[src/rtl/spi_mem_pkg.sv]
// Shared types and constants for the CPU-to-SPI-SRAM memory bridge.
package spi_mem_pkg;

    typedef enum logic [1:0] {
        SIZE_BYTE     = 2'b00,
        SIZE_HALF     = 2'b01,
        SIZE_WORD     = 2'b10,
        SIZE_WORD_ALT = 2'b11
    } mem_size_t;

    typedef enum logic [1:0] {
        IDLE       = 2'd0,
        WAIT_VALID = 2'd1,
        GAP        = 2'd2
    } bridge_state_t;

    localparam logic [1:0] SPI_MASK_1B = 2'b00;
    localparam logic [1:0] SPI_MASK_2B = 2'b01;
    localparam logic [1:0] SPI_MASK_4B = 2'b10;

    function automatic logic [1:0] size_to_mask(input mem_size_t size);
        case (size)
            SIZE_BYTE: return SPI_MASK_1B;
            SIZE_HALF: return SPI_MASK_2B;
            default:   return SPI_MASK_4B;
        endcase
    endfunction

    function automatic logic is_misaligned(input mem_size_t size, input logic [1:0] addr_lo);
        case (size)
            SIZE_BYTE: return 1'b0;
            SIZE_HALF: return addr_lo[0];
            default:   return |addr_lo;
        endcase
    endfunction

endpackage

[src/rtl/spi_mem_lane_fmt.sv]
// Byte-lane formatter: little-endian CPU view <-> MSB-first sequential SPI bytes.
// Shared by the store path (placement) and the load path (extract and extend).
module spi_mem_lane_fmt
    import spi_mem_pkg::*;
(
    input  mem_size_t   size,
    input  logic        is_unsigned,
    input  logic [31:0] wdata,
    input  logic [31:0] spi_rdata,
    output logic [31:0] spi_wdata,
    output logic [31:0] rdata
);

    logic sign_byte;
    logic sign_half;

    assign sign_byte = ~is_unsigned & spi_rdata[31];
    assign sign_half = ~is_unsigned & spi_rdata[23];

    always_comb begin
        spi_wdata = {wdata[7:0], wdata[15:8], wdata[23:16], wdata[31:24]};
        rdata     = {spi_rdata[7:0], spi_rdata[15:8], spi_rdata[23:16], spi_rdata[31:24]};
        case (size)
            SIZE_BYTE: begin
                spi_wdata = {wdata[7:0], 24'h0};
                rdata     = {{24{sign_byte}}, spi_rdata[31:24]};
            end
            SIZE_HALF: begin
                spi_wdata = {wdata[7:0], wdata[15:8], 16'h0};
                rdata     = {{16{sign_half}}, spi_rdata[23:16], spi_rdata[31:24]};
            end
            default: begin
            end
        endcase
    end

endmodule

[src/rtl/spi_mem_bridge.sv]
// Single-request load/store adapter in front of the SPI SRAM master.
// Define SPI_MEM_MISALIGN_TRAP_EN to reject misaligned half/word accesses with mem_err.
//
// state      | meaning
// IDLE       | spi_req high, waiting for mem_req
// WAIT_VALID | transaction running, spi_* held stable
// GAP        | deselect time before the next launch
module spi_mem_bridge
    import spi_mem_pkg::*;
#(
    parameter int CS_GAP_CYCLES = 2
) (
    input  logic        clk,
    input  logic        reset,
    input  logic        mem_req,
    input  logic        mem_we,
    input  logic [23:0] mem_addr,
    input  logic [31:0] mem_wdata,
    input  logic [1:0]  mem_size,
    input  logic        mem_unsigned,
    output logic [31:0] mem_rdata,
    output logic        mem_ready,
    output logic        mem_err,
    output logic        spi_req,
    output logic [23:0] spi_addr,
    output logic [31:0] spi_data_in,
    output logic [1:0]  spi_byte_mask,
    output logic        spi_write,
    input  logic [31:0] spi_data_out,
    input  logic        spi_busy,
    input  logic        spi_valid
);

    localparam logic [3:0] GAP_LOAD = 4'(CS_GAP_CYCLES - 1);

    bridge_state_t state, state_d;
    logic [3:0]    gap_cnt, gap_cnt_d;
    mem_size_t     size_q, size_d, req_size, fmt_size;
    logic          unsigned_q, unsigned_d;
    logic          spi_req_d, spi_write_d, mem_ready_d, mem_err_d;
    logic [23:0]   spi_addr_d;
    logic [31:0]   spi_data_in_d, mem_rdata_d;
    logic [1:0]    spi_byte_mask_d;
    logic [31:0]   fmt_wdata, fmt_rdata;
    logic          misaligned;

    assign req_size = mem_size_t'(mem_size);
    assign fmt_size = (state == IDLE) ? req_size : size_q;

`ifdef SPI_MEM_MISALIGN_TRAP_EN
    assign misaligned = is_misaligned(req_size, mem_addr[1:0]);
`else
    assign misaligned = 1'b0;
`endif

    spi_mem_lane_fmt u_lane_fmt (
        .size        (fmt_size),
        .is_unsigned (unsigned_q),
        .wdata       (mem_wdata),
        .spi_rdata   (spi_data_out),
        .spi_wdata   (fmt_wdata),
        .rdata       (fmt_rdata)
    );

    always_comb begin
        state_d         = state;
        gap_cnt_d       = gap_cnt;
        size_d          = size_q;
        unsigned_d      = unsigned_q;
        spi_req_d       = spi_req;
        spi_addr_d      = spi_addr;
        spi_data_in_d   = spi_data_in;
        spi_byte_mask_d = spi_byte_mask;
        spi_write_d     = spi_write;
        mem_rdata_d     = mem_rdata;
        mem_ready_d     = 1'b0;
        mem_err_d       = 1'b0;
        case (state)
            IDLE: begin
                // The ready pulse blocks re-accepting a request the core has not yet retired.
                if (mem_req && !mem_ready) begin
                    if (misaligned) begin
                        mem_ready_d = 1'b1;
                        mem_err_d   = 1'b1;
                        mem_rdata_d = '0;
                    end else begin
                        size_d          = req_size;
                        unsigned_d      = mem_unsigned;
                        spi_addr_d      = mem_addr;
                        spi_data_in_d   = fmt_wdata;
                        spi_byte_mask_d = size_to_mask(req_size);
                        spi_write_d     = mem_we;
                        spi_req_d       = 1'b0;
                        state_d         = WAIT_VALID;
                    end
                end
            end
            WAIT_VALID: begin
                if (spi_valid) begin
                    mem_rdata_d = spi_write ? '0 : fmt_rdata;
                    mem_ready_d = 1'b1;
                    spi_req_d   = 1'b1;
                    gap_cnt_d   = GAP_LOAD;
                    state_d     = GAP;
                end
            end
            GAP: begin
                if (!spi_valid && !spi_busy) begin
                    if (gap_cnt == 4'd0) begin
                        state_d = IDLE;
                    end else begin
                        gap_cnt_d = gap_cnt - 4'd1;
                    end
                end
            end
            default: state_d = IDLE;
        endcase
    end

    always_ff @(posedge clk) begin
        if (reset) begin
            state         <= IDLE;
            gap_cnt       <= '0;
            size_q        <= SIZE_BYTE;
            unsigned_q    <= 1'b0;
            spi_req       <= 1'b1;
            spi_addr      <= '0;
            spi_data_in   <= '0;
            spi_byte_mask <= '0;
            spi_write     <= 1'b0;
            mem_rdata     <= '0;
            mem_ready     <= 1'b0;
            mem_err       <= 1'b0;
        end else begin
            state         <= state_d;
            gap_cnt       <= gap_cnt_d;
            size_q        <= size_d;
            unsigned_q    <= unsigned_d;
            spi_req       <= spi_req_d;
            spi_addr      <= spi_addr_d;
            spi_data_in   <= spi_data_in_d;
            spi_byte_mask <= spi_byte_mask_d;
            spi_write     <= spi_write_d;
            mem_rdata     <= mem_rdata_d;
            mem_ready     <= mem_ready_d;
            mem_err       <= mem_err_d;
        end
    end

endmodule

[config.mk]
export PLATFORM = sky130hd
export DESIGN_NAME = spi_mem_bridge
export DESIGN_NICKNAME = d
export VERILOG_FILES = /design/src/rtl/spi_mem_pkg.sv /design/src/rtl/spi_mem_lane_fmt.sv /design/src/rtl/spi_mem_bridge.sv
export SDC_FILE = /design/constraint.sdc
export NUM_CORES = 1
export LEC_CHECK = 0
export BUFFER_PORTS_ARGS = -buffer_cell sky130_fd_sc_hd__buf_4
export CORE_MARGIN = 4
export CORE_UTILIZATION = 46
export DETAILED_ROUTE_END_ITERATION = 8
export PLACE_DENSITY_LB_ADDON = 0.25
export SETUP_SLACK_MARGIN = 0.1
export SLEW_MARGIN = 20
export SYNTH_ARGS = -nofsm -noshare
export SYNTH_HDL_FRONTEND = slang
export SYNTH_SLANG_ARGS = --single-unit
export TNS_END_PERCENT = 10
[constraint.sdc]
create_clock -name clk -period 1.85 [get_ports clk]
set_input_delay 0 -clock clk [delete_from_list [all_inputs] [get_ports clk]]
set_output_delay 0 -clock clk [all_outputs]
set_load 0.02 [all_outputs]
==> Word level (Yosys, flattened, before mapping) <==
Index checks and enable logic that the tools add are counted.
{ "totals": {"regBits": 102, "inputBits": 97, "output_inout_bits": 94, "elab_cells": 60} }
{ "op_classes": {"addsub": 1, "eq_ne": 9, "mux": 18, "n_bitwise": 4, "n_reduce_logical": 17} }
{ "op_table": {"columns": ["operator", "n"], "rows": [
  ["one-hot mux 32 bit (2 select lines)", 1],
  ["one-hot mux 24 bit (2 select lines)", 1],
  ["2-to-1 mux 32 bit", 1],
  ["2-to-1 mux 4 bit", 3],
  ["2-to-1 mux 2 bit", 5],
  ["inequality test 2 bit, second input constant", 4],
  ["one-hot mux 4 bit (2 select lines)", 1],
  ["AND reduction 4 bit", 2],
  ["== test 2 x 1 -> 1 bit, second input constant", 3],
  ["zero test 2 bit", 3],
  ["one-hot mux 2 bit (3 select lines)", 1],
  ["zero test 4 bit", 1],
  ["one-hot mux 2 bit (2 select lines)", 1],
  ["AND reduction 2 bit", 2],
  ["nonzero test 2 bit", 2],
  ["subtractor 4 x 1 -> 4 bit, second input constant", 1],
  ["zero test 1 bit", 3],
  ["2-to-1 mux 1 bit", 3],
  ["AND reduction 3 bit", 1],
  ["bitwise AND 1 bit", 2],
  ["== test 2 bit, second input constant", 1],
  ["logical AND 1 bit", 2],
  ["inequality test 2 x 1 -> 1 bit, second input constant", 1],
  ["NOT 1 bit", 2],
  ["other kinds (2)", 2]
]} }

==> Logic depth before layout (Yosys ltp) <==
{ "depth": {"depth_word": 5, "mapped_depth": 7, "ltp_nobuf": 6} }

==> Modules after synthesis <==
Synthesis repeated with hierarchy kept, for this count alone.
{ "unflattened": {"hier_cells": 490, "area_unflattened_um2": 4247.8} }
{ "by_module_without_submodules": {"columns": ["module", "n_inst", "cells_each", "area_per_inst_um2", "seq_area_each_um2"], "rows": [
  ["spi_mem_bridge", 1, 397, 3643.5, 2042.0],
  ["spi_mem_lane_fmt", 1, 93, 604.3, 0.0]
]} }

==> Least setup slack after synthesis <==
OpenSTA, ideal clock, no wires.
{ "synth_path": {"path_kind": "register to register", "from": "reg gap_cnt[0]", "to": "reg gap_cnt[3]", "setup_time_ps": 72, "arrival_time_ps": 1575, "t_required_ps": 1778, "setup_slack_ps": 203, "path_stages_with_launch": 7, "path_buffers": 0, "synth_period_minus_slack_ps": 1647, "cell_sequence": "dfxtp_1 inv_1 ha_1 or3b_2 nand3_1 a2111oi_2 mux2i_1"} }
{ "synth_via": {"elab_chain_len": 4, "word_cells_on_any_way": 7, "classes_between": "1 x add/sub; 1 x eq/ne; 3 x mux; 2 x reduce/logical"} }
{ "synth_lines": {"columns": ["element", "line", "text"], "rows": [
  ["start: declaration", "spi_mem_bridge.sv:37", "logic [3:0] gap_cnt, gap_cnt_d;"],
  ["start signal: assignment", "spi_mem_bridge.sv:136", "gap_cnt <= gap_cnt_d;"],
  ["subtractor 4 x 1 -> 4 bit", "spi_mem_bridge.sv:112", "gap_cnt_d = gap_cnt - 4'd1;"],
  ["2-to-1 mux 4 bit", "spi_mem_bridge.sv:109", "if (gap_cnt == 4'd0) begin"],
  ["2-to-1 mux 4 bit", "spi_mem_bridge.sv:108", "if (!spi_valid && !spi_busy) begin"],
  ["one-hot mux 4 bit (2 select lines)", "spi_mem_bridge.sv:78", "case (state)"]
]} }
Parallel ways exist; a longest one is shown, timed or not. The select of a mux whose other input is x is not followed.
A chain may end at the register's enable or synchronous reset.

==> Worst setup path in the final report <==
{ "layout_path": {"from": "reg gap_cnt[1]", "to": "reg gap_cnt[1]"} }
The elaborated chain is that of the path after synthesis.

==> results summary <==
Summed over all instances, the cell type with the most area after synthesis is dfxtp_1. The max-slew violation count came out at 0. 0 antenna diodes ended up in the layout.

The number of warnings issued by yosys came out at 0. For this run, the top clock speed supported by timing is 0.5944 GHz. The static power due to leakage came out at 2.873 nW.

The critical path starts at gap_cnt[1]. The average instance area after synthesis is 8.665 sq um. The run finished with clean final reports. The number of endpoints with negative hold slack in the final report is 0. The final critical path time including I/O delays and setup came out at between 1500 and 2000 ps. The final critical-path share of the clock period came out at 90.94%. The fraction of layout cells with a size suffix above 1 came out at around a third. The detailed-router iteration count before antenna repair came out at 4. In the layout the commonest cells are 201 x buf_4, 127 x nand2_1, 101 x dfxtp_1. The critical path data arrival time came out at 1980 ps. Setup repair after global routing could not meet its margin everywhere. The number of buffers between clock root and the deepest sink came out at 2. The post-route DRC violation count is 0. After clock tree synthesis, the clock-pin slew on the worst setup and hold paths is ~90 ps.

The final setup skew is 8.212 ps. The worst min-delay path startpoint is spi_data_out[14]. The clock tree root driver cell is clkbuf_8. The H-tree was split into 3 levels. The critical register-to-register path startpoint is gap_cnt[1]. The number of synthesized register bits is 102. The sort of element at the start of the critical path is a register.

The clock sink total is about 100. The total power divided by cell area is around 790 nW/um^2. The overall die height is 100.5 um. The leading cell type in the layout, fill and taps excluded is buf_4.

The post-detailed-route via-to-cell ratio is 5.144. For this block, the via count after detailed routing is 4228. In this run the tightest slew margin relative to its limit is 62.72%. After synthesis, the share of flip-flops with an asynchronous set or reset is 0%. The count of cells in the finished layout, fillers not included, comes to ~800. The total die area came out at between 10000 and 15000 sq um. The count of boundary I/O pins is approximately 190. Across the VDD grid, the largest voltage drop is 0.5956 mV. The actual slew at the worst max-slew pin is 558.1 ps.

The number of global-route vias before repair is 4256. The net count of the finished layout came out at 810. The synthesized design contains 0 enable-type register cells. The fill cell total of the finished layout is ~550.

Cells fill between 70% and 80% of the core in the end. Relative to the synthesized area, the layout overhead comes to 65.52%. In the final layout, the multi-input gates occupy 1735 sq um.

The share of Yosys cell area claimed by the top area cell type is 51.91%. TritonCTS created 9 clock buffers. TritonCTS built the clock tree. The wire length of the first global-routing pass is 20130 um.

The cell count after placement is between 700 and 800. The count of cells along the worst register-to-register path came out at 6. The global-route usage over all layers came out at 24.67%.

The horizontal die dimension came out at 100.5 um. The routed length per placed instance came out at ~16 um. The netlist area before placement is 3934 sq um.

Once the floorplan was initialized, standard cells occupied 47.64% of the core. The later pin in the worst-skew pair is clocked with a latency of 350 ps. The total detailed-routing wirelength came out at 12790 um. The port buffer count is 189. The sequential area share after synthesis came out at 51.91%.

Along the worst path, the maximum fanout reaches 3. Setup violations remaining at the end of the flow were counted as 0. Sorting the synthesized cells by area gives the leading types as dfxtp_1 52%, nand2_1 12%, a21oi_1 8.3%. The critical path data required time came out at 2140 ps.

The pin count of the biggest net entering global routing came out at 48. STA classifies the critical path endpoint as a register. Routability-driven placement finished with a final weighted congestion of 0.7694. Across the run, the number of max-cap violations was 0. For this run, the leading register cell type out of synthesis is dfxtp_1. The min-delay analysis places its worst path in the category input pin to register.

The core region is 8258 sq um. The remaining antenna violation count after routing came out at 0. The setup total negative slack came out at 0 ps. The number of antenna violations at the first check in global routing came out at 0. The placement row count came out at 33. Summing all flip-flop and latch instances after layout gives 2043 sq um. The leftover overflow at the end of global routing is 0.

The type of the worst setup path is register to register. Along the worst hold path, the cell count comes to 3. The final HPWL from detailed placement came out at 7788 um.

The worst slack on hold paths is between 2 and 3 ps. The detailed router finished its first iteration with 135 violations. The total nets after synthesis is 552. The count of different cell masters after synthesis is 45.

The instance count of the mapped netlist is 454.
## metal layers
layer | part of all wire, % | track usage (%)
met2 | 52 | 43.99
met1 | 38 | 27.93
met4 | 3.2 | 9.534
met5 | 0 | 0
met3 | 7.4 | 6.713
## timing repair
item                       CTS  global route
buffers inserted             0             1
setup endpoints to repair   17             8
hold buffers                79             1
hold endpoints to repair    80             1
pin swaps                    0             1
gates resized for setup      1             4
## metrics by stage
step	worst slack, ps	power, mW	instance area (sq um)
finish	167.5	5.139	6511
global route	67.15	5.354	6511
CTS	95.25	5.138	6467
detailed placement	-10.67	3.439	5431
global placement	69.95	3.411	5431
floorplan	203.3	2.988	3934
## registers in the layout (all words and copies together), names as in the netlist
signal,count
mem_rdata,32
spi_data_in,32
spi_addr,24
gap_cnt,4
size_q,2
spi_byte_mask,2
state,2
mem_ready,1
spi_req,1
spi_write,1
unsigned_q,1
## final timing paths
path	end	slack (ps)
setup reg to reg	gap_cnt[1]	170
hold / removal	mem_rdata[22]	3
setup / recovery	gap_cnt[1]	170
hold reg to reg	spi_data_in[6]	460
## cell families (layout without fill, tap and decap cells)
group	after synthesis	in the layout	synth area share, %
and+or+nand+nor	177	177	20.20
AOI/OAI and AO/OA	121	121	19.56
DFF	102	102	51.91
buffers and inverters	41	304	4.993
muxes	11	11	2.926
adders and majority gates	1	1	0.3180
other	1	1	0.09533
## power by group
group	internal (mW)	leakage [nW]	switching (mW)
sequential	2.32	0.833	0.0777
combinational	0.562	1.92	0.595
clock	0.836	0.116	0.745
## critical path, cell delays in order, from the launching register on
cell     delay (ps)
dfxtp_1         350
inv_1            70
ha_1            180
or3b_2          510
nand3_4         110
mux2_2          330
nor2_1           70
## Yosys cell counts, drive strengths merged, types with 4 or more instances
cell type	instances
nand2	127
dfxtp	102
a21oi	66
nand3	25
o21ai	24
clkbuf	20
o31ai	17
buf	16
mux2i	10
a22o	8
nor2	7
inv	5
nand3b	4
## area by class of cell
cell class	instances	share of cell area (%)
clock buffers	11	2.325
clock inverters	5	1.249
inverters	5	0.2882
multi-input cells	311	26.65
flip-flops and latches	102	31.38
well taps	105	2.018
repair buffers	283	36.09
Power figures use the tool's default switching activity.
